File: config.mk
export PLATFORM = sky130hd
export DESIGN_NAME = dmem_hs_flat
export DESIGN_NICKNAME = d
export VERILOG_FILES = /design/src/rtl/dmem_hs_if.sv /design/src/rtl/dmem_hs.sv /design/src/flat_wrapper.sv
export SDC_FILE = /design/constraint.sdc
export NUM_CORES = 2
export LEC_CHECK = 0
export ABC_AREA = 1
export BUFFER_PORTS_ARGS = -buffer_cell sky130_fd_sc_hd__clkbuf_2
export CAP_MARGIN = 20
export CORE_MARGIN = 2
export CORE_UTILIZATION = 45
export CTS_CLUSTER_DIAMETER = 200
export DETAILED_ROUTE_END_ITERATION = 10
export PLACE_DENSITY = 0.62
export SYNTH_ARGS = -nofsm -noshare
export SYNTH_HDL_FRONTEND = slang
export SYNTH_SLANG_ARGS = --single-unit
File: constraint.sdc
create_clock -name clk -period 2.4 [get_ports clk]
set_input_delay 0.24 -clock clk [delete_from_list [all_inputs] [get_ports clk]]
set_output_delay 0.24 -clock clk [all_outputs]
set_load 0.01 [all_outputs]
File: src/rtl/dmem_hs_if.sv
// dmem_hs_if: request/response bus between a requester and the dmem_hs data memory.
// Carries the request channel, the response channel and the access statistics.
interface dmem_hs_if #(
  parameter int DATA_W = 32
);
  logic                  req_valid;
  logic                  req_ready;
  logic                  req_we;
  logic [31:0]           req_addr;
  logic [DATA_W-1:0]     req_wdata;
  logic [DATA_W/8-1:0]   req_be;

  logic                  rsp_valid;
  logic                  rsp_ready;
  logic [DATA_W-1:0]     rsp_rdata;
  logic                  rsp_err;

  logic [15:0]           rd_count;
  logic [15:0]           wr_count;

  modport master (
    output req_valid, req_we, req_addr, req_wdata, req_be, rsp_ready,
    input  req_ready, rsp_valid, rsp_rdata, rsp_err, rd_count, wr_count
  );

  modport slave (
    input  req_valid, req_we, req_addr, req_wdata, req_be, rsp_ready,
    output req_ready, rsp_valid, rsp_rdata, rsp_err, rd_count, wr_count
  );
endinterface

File: src/rtl/dmem_hs.sv
// dmem_hs: single-port data memory with a valid/ready request/response handshake.
// One access at a time: IDLE accepts, WAIT models the access latency, RESP holds
// the result until the consumer takes it. Misaligned or out-of-range addresses
// are rejected without touching memory.
// Optional feature: define DMEM_HS_STATS_EN to get saturating load/store
// counters on rd_count/wr_count; otherwise both are tied to zero.
module dmem_hs #(
  parameter int DATA_W  = 32,
  parameter int DEPTH   = 64,
  parameter int LATENCY = 1
) (
  input  logic      clk,
  input  logic      reset,
  dmem_hs_if.slave  bus
);

  localparam int BYTES = DATA_W / 8;
  localparam int OFF_W = $clog2(BYTES);
  localparam int IDX_W = $clog2(DEPTH);

  // Byte size of the whole array; addresses at or above it are rejected.
  localparam logic [32:0] LIMIT    = 33'(DEPTH * BYTES);
  // Low address bits that must be zero for a word-aligned access.
  localparam logic [31:0] OFF_MASK = 32'(BYTES - 1);
  // The counter holds the remaining WAIT edges before the access edge, so the
  // response appears LATENCY+1 edges after the accept edge.
  localparam logic [3:0]  CNT_INIT = 4'(LATENCY);

  typedef enum logic [1:0] {
    IDLE,
    WAIT,
    RESP
  } state_t;

  state_t              state_q, state_d;
  logic [3:0]          cnt_q, cnt_d;
  logic                we_q, we_d;
  logic [31:0]         addr_q, addr_d;
  logic [DATA_W-1:0]   wdata_q, wdata_d;
  logic [BYTES-1:0]    be_q, be_d;
  logic [DATA_W-1:0]   rdata_q, rdata_d;
  logic                err_q, err_d;

  logic [DATA_W-1:0]   mem [DEPTH];

  logic [IDX_W-1:0]    idx;
  logic                misaligned;
  logic                out_of_range;
  logic                acc_err;
  logic                access;
  logic                mem_wr;

  // Address decode works on the captured request, so inputs may change freely
  // while an access is in flight.
  assign idx          = addr_q[OFF_W +: IDX_W];
  assign misaligned   = (addr_q & OFF_MASK) != 32'd0;
  assign out_of_range = {1'b0, addr_q} >= LIMIT;
  assign acc_err      = misaligned | out_of_range;
  assign access       = (state_q == WAIT) && (cnt_q == 4'd0);
  assign mem_wr       = access && we_q && !acc_err;

  assign bus.req_ready = (state_q == IDLE);
  assign bus.rsp_valid = (state_q == RESP);
  assign bus.rsp_rdata = rdata_q;
  assign bus.rsp_err   = err_q;

  // Next-state logic: capture in IDLE, count down in WAIT, hold in RESP.
  always_comb begin
    state_d = state_q;
    cnt_d   = cnt_q;
    we_d    = we_q;
    addr_d  = addr_q;
    wdata_d = wdata_q;
    be_d    = be_q;
    rdata_d = rdata_q;
    err_d   = err_q;
    case (state_q)
      IDLE: begin
        if (bus.req_valid) begin
          we_d    = bus.req_we;
          addr_d  = bus.req_addr;
          wdata_d = bus.req_wdata;
          be_d    = bus.req_be;
          cnt_d   = CNT_INIT;
          state_d = WAIT;
        end
      end
      WAIT: begin
        if (cnt_q == 4'd0) begin
          err_d   = acc_err;
          rdata_d = (we_q || acc_err) ? '0 : mem[idx];
          state_d = RESP;
        end else begin
          cnt_d = cnt_q - 4'd1;
        end
      end
      RESP: begin
        if (bus.rsp_ready) begin
          rdata_d = '0;
          err_d   = 1'b0;
          state_d = IDLE;
        end
      end
      default: begin
        state_d = IDLE;
      end
    endcase
  end

  // Control and response registers; reset aborts any access in flight.
  always_ff @(posedge clk or negedge reset) begin
    if (!reset) begin
      state_q <= IDLE;
      cnt_q   <= 4'd0;
      we_q    <= 1'b0;
      addr_q  <= 32'd0;
      wdata_q <= '0;
      be_q    <= '0;
      rdata_q <= '0;
      err_q   <= 1'b0;
    end else begin
      state_q <= state_d;
      cnt_q   <= cnt_d;
      we_q    <= we_d;
      addr_q  <= addr_d;
      wdata_q <= wdata_d;
      be_q    <= be_d;
      rdata_q <= rdata_d;
      err_q   <= err_d;
    end
  end

  // Storage array is never reset; only enabled byte lanes are written.
  always_ff @(posedge clk) begin
    if (mem_wr) begin
      for (int b = 0; b < BYTES; b++) begin
        if (be_q[b]) begin
          mem[idx][b*8 +: 8] <= wdata_q[b*8 +: 8];
        end
      end
    end
  end

`ifdef DMEM_HS_STATS_EN
  logic [15:0] rd_cnt_q, rd_cnt_d;
  logic [15:0] wr_cnt_q, wr_cnt_d;

  // Count successful loads and stores at the access edge, sticking at all-ones.
  always_comb begin
    rd_cnt_d = rd_cnt_q;
    wr_cnt_d = wr_cnt_q;
    if (access && !acc_err) begin
      if (we_q) begin
        if (wr_cnt_q != 16'hFFFF) wr_cnt_d = wr_cnt_q + 16'd1;
      end else begin
        if (rd_cnt_q != 16'hFFFF) rd_cnt_d = rd_cnt_q + 16'd1;
      end
    end
  end

  // Statistics registers clear with the rest of the control state.
  always_ff @(posedge clk or negedge reset) begin
    if (!reset) begin
      rd_cnt_q <= 16'd0;
      wr_cnt_q <= 16'd0;
    end else begin
      rd_cnt_q <= rd_cnt_d;
      wr_cnt_q <= wr_cnt_d;
    end
  end

  assign bus.rd_count = rd_cnt_q;
  assign bus.wr_count = wr_cnt_q;
`else
  assign bus.rd_count = 16'd0;
  assign bus.wr_count = 16'd0;
`endif

endmodule
File: src/flat_wrapper.sv
// flat-port wrapper written by rule: the top's interface ports become plain ports
module dmem_hs_flat 
#(
  parameter int DATA_W  = 32,
  parameter int DEPTH   = 64,
  parameter int LATENCY = 1
)
  (clk, reset, bus_req_valid, bus_req_we, bus_req_addr, bus_req_wdata, bus_req_be, bus_rsp_ready, bus_req_ready, bus_rsp_valid, bus_rsp_rdata, bus_rsp_err, bus_rd_count, bus_wr_count);
  dmem_hs_if #(.DATA_W(DATA_W)) bus_i ();
  input  logic clk;
  input  logic reset;
  input wire logic [$bits(bus_i.req_valid)-1:0] bus_req_valid;
  input wire logic [$bits(bus_i.req_we)-1:0] bus_req_we;
  input wire logic [$bits(bus_i.req_addr)-1:0] bus_req_addr;
  input wire logic [$bits(bus_i.req_wdata)-1:0] bus_req_wdata;
  input wire logic [$bits(bus_i.req_be)-1:0] bus_req_be;
  input wire logic [$bits(bus_i.rsp_ready)-1:0] bus_rsp_ready;
  output wire logic [$bits(bus_i.req_ready)-1:0] bus_req_ready;
  output wire logic [$bits(bus_i.rsp_valid)-1:0] bus_rsp_valid;
  output wire logic [$bits(bus_i.rsp_rdata)-1:0] bus_rsp_rdata;
  output wire logic [$bits(bus_i.rsp_err)-1:0] bus_rsp_err;
  output wire logic [$bits(bus_i.rd_count)-1:0] bus_rd_count;
  output wire logic [$bits(bus_i.wr_count)-1:0] bus_wr_count;
  assign bus_i.req_valid = bus_req_valid;
  assign bus_i.req_we = bus_req_we;
  assign bus_i.req_addr = bus_req_addr;
  assign bus_i.req_wdata = bus_req_wdata;
  assign bus_i.req_be = bus_req_be;
  assign bus_i.rsp_ready = bus_rsp_ready;
  assign bus_req_ready = bus_i.req_ready;
  assign bus_rsp_valid = bus_i.rsp_valid;
  assign bus_rsp_rdata = bus_i.rsp_rdata;
  assign bus_rsp_err = bus_i.rsp_err;
  assign bus_rd_count = bus_i.rd_count;
  assign bus_wr_count = bus_i.wr_count;
  dmem_hs #(.DATA_W(DATA_W), .DEPTH(DEPTH), .LATENCY(LATENCY)) u_core (.clk(clk), .reset(reset), .bus(bus_i));
endmodule
==> results.ini <==
[run_status]
status = complete, but fails checks
violations = setup timing

[global_routing]
grt_pass1_vias = 61100
groute.usage.overall = 0.266
overflow = 0
antenna_found_initial = 8
grt_max_degree = 110
grt_pass1_wl_um = 400000

[worst_setup_path]
worstPathMaxFanout = 8
worstReg2RegStart = u_core.addr_q[20]
crit_arrival_ns = 2.98
setup.worst_path.start = u_core.addr_q[20]
critical_path.endpoint_type = register
critical_path_depth = 12
worstSetupStartpointType = register
criticalPathCategory = reg2reg
path_buf_inv = 6
crit_required_ns = 2.94
crit_slowest_cell = dfrtp_1
cpLargestDelayFamily = buffers and inverters
reg2reg_depth = 12
worstPathCellList = nor2_1 -> nand3_1 -> nor2_2 -> nand3_2 -> clkinvlp_4 -> buf_12 -> buf_6 -> nand3_4 -> buf_12 -> clkbuf_16 -> nor2_4 -> buf_6
cpPeakStageDelay_ns = 0.38

[logic_synthesis]
syn_area_per_cell_um2 = 10.6
synth_top_area_cell = edfxtp_1
synth_top_family_by_area = simple AND/OR/NAND/NOR gates
synthArstFlopShare = 0.0501
synthTopCellsByArea = edfxtp_1 (68%), nand2_1 (15%), nand3_1 (3.2%)
yosysUniqueCellTypes = 32
ys_seq_area_frac = 0.708
synth_warnings = 0
ys.flop_type = edfxtp_1
synth_compound_area_frac = 0.00994
synth_edf_count = 2048
synthMuxAreaShare = 0
synthSimpleGateAreaFrac = 0.226
synthXorXnorAreaFrac = 0
synth_fa_ha_area_frac = 0.000276
yosysTopAreaCellShare = 0.679
synthCells = 8540
ys_seq_elements = 2156
synth_area_um2 = 90600

[sta]
final_max_slew_viol_count = 0
period_needed_ns = 2.44
setup_viol = 105
hold_viol_final = 0
finClkSkew_ns = 0.0425
relSlewSlack = 0.390
fin_ws_ns = -0.0429
rsz0062_at_grt = yes
finalSetupTns_ns = -1.10
worst_pin_slew_ns = 0.915
period_share = 1.02
max_freq_mhz = 409

[floorplanning]
die_w_um = 453
die_h_um = 453
core-area_um2 = 200000
row_count = 164
dieArea_um2 = 205000
initial_core_util = 0.453
boundaryPins = 140

[hold_path]
hold_path.class = in2async

[route]
num_vias = 63900
ant_nets = 0
drt_iter0_drc = 7667
wl_per_cell_um = 23.6
met1_length_um = 112000
vias_per_cell = 5.32
route.detailed.drc = 0
wirelength_um = 284000
wl_met3_um = 27400
routed-wl-met2_um = 131000
highest_layer = met5
drt_pass1_iterations = 6

[power_and_ir_drop]
ir_drop_uv = 1010
power_density_nw_per_um2 = 1160
p_leak_uw = 0.0444

[clock_tree]
cts.root.buffer_cell = clkbuf_16
cts_sinks = 2156
cts_made_buffers = 211
clk_pin_slew_ns = 0.07
insertion_delay_ns = 0.87
htreeDepth = 4
cts_buffer_depth = 3
cts_tree = built

[job]
maxCapViolCount = 0

[placement]
port_buffers = 107
dpl.hpwl_um = 180000
gp_congestion = 0.897
dp_cells = 11500

[layout]
drive_gt1_frac = 0.142
fin_nets = 9244
layout_commonest_cell = nand2_1
stdcell_count = 12000
final_cell_mix = nand2_1 (3542), edfxtp_1 (2048), inv_1 (709)
fillers = 17100
area_growth_syn_to_layout_pct = 19.4
fin_util = 0.541

-- worst paths after layout --
kind / to / slack [ns]
worst max-delay path: u_core.mem[7][15] / -0.04
worst min-delay path: u_core.be_q[2] / 0.03
worst max register to register: u_core.mem[7][15] / -0.04
worst min register to register: u_core.addr_q[28] / 0.48
max in group asynchronous: u_core.wdata_q[0] / 1.48
min in group clk: u_core.addr_q[2] / 0.08
-- synth_stat cells (all sizes together) (2+ instances only) --
cell    number
o21bai      71
buf        317
a21oi        4
nand3b      97
o21ai       62
and3         2
dfrtp      108
ha           2
nand3      580
nor2       652
nor3        15
or2         11
nand4      127
o211ai       3
edfxtp    2048
nand2     3566
clkbuf     152
inv        719
-- logic make-up after synthesis --
family	Yosys count
compound gates	142
fa+ha+maj	2
buf+inv	1188
flops	2156
other cells	1
simple gates	5051
-- area by class of cell --
type                            count  area, um2  area share
Inverter                          719       2740      0.0253
Clock buffer                      270       5680      0.0525
Clock inverter                    127       1220      0.0113
Timing Repair inverter              1       16.3    0.000150
Timing Repair Buffer              853       8710      0.0805
Multi-Input combinational cell   5227      22300       0.206
Antenna cell                        3       7.51   0.0000694
Tap cell                         2656       3320      0.0307
Sequential cell                  2156      64300       0.594
-- state kept, by name, indices dropped and copies added, names as in the netlist --
signal / cells
u_core.cnt_q: 4
u_core.we_q: 1
u_core.mem: 2048
u_core.state_q: 2
u_core.bus.rsp_err: 1
u_core.bus.rsp_rdata: 32
u_core.wdata_q: 32
u_core.be_q: 4
u_core.addr_q: 32
-- timing repair --
| action | 4_1_cts | 5_1_grt |
|---|---|---|
| endpoints found under the setup margin | 2050 | 2068 |
| setup buffers | 1 | 19 |
| cloned | 0 | 28 |
| endpoints found under the hold margin | 190 | 0 |
| hold buffers | 76 | 0 |
| resized for setup | 17 | 287 |
| pin swaps | 1 | 10 |
-- per-layer routing --
layer  global-route usage  vias up
met5               0.0154        -
met4                0.120       18
met3               0.0594      557
met2                0.421     3159
met1                0.350    30900
li1                     -    29200
-- power breakdown --
group          total [uW]  switching (uW)  leakage [uW]  internal, uW
combinational       43100           30400        0.0212         12700
clock               33100           14300       0.00333         18800
sequential          48900            2230        0.0199         46700
-- through the flow --
stage / instance area (um2) / setup slack (ns) / hold slack (ns) / total power (uW)
5_1_grt: 108000 / -0.191 / 0.0415 / 130000
6_report: 108000 / -0.0429 / 0.0275 / 125000
3_5_place_dp: 98700 / -0.213 / 0.367 / 90500
2_1_floorplan: 90700 / 0.0977 / -0.0556 / 70800
4_1_cts: 106000 / -0.00368 / 0.0201 / 123000
3_3_place_gp: 98700 / -0.194 / 0.365 / 90200
(Power assumes the default switching activity.)
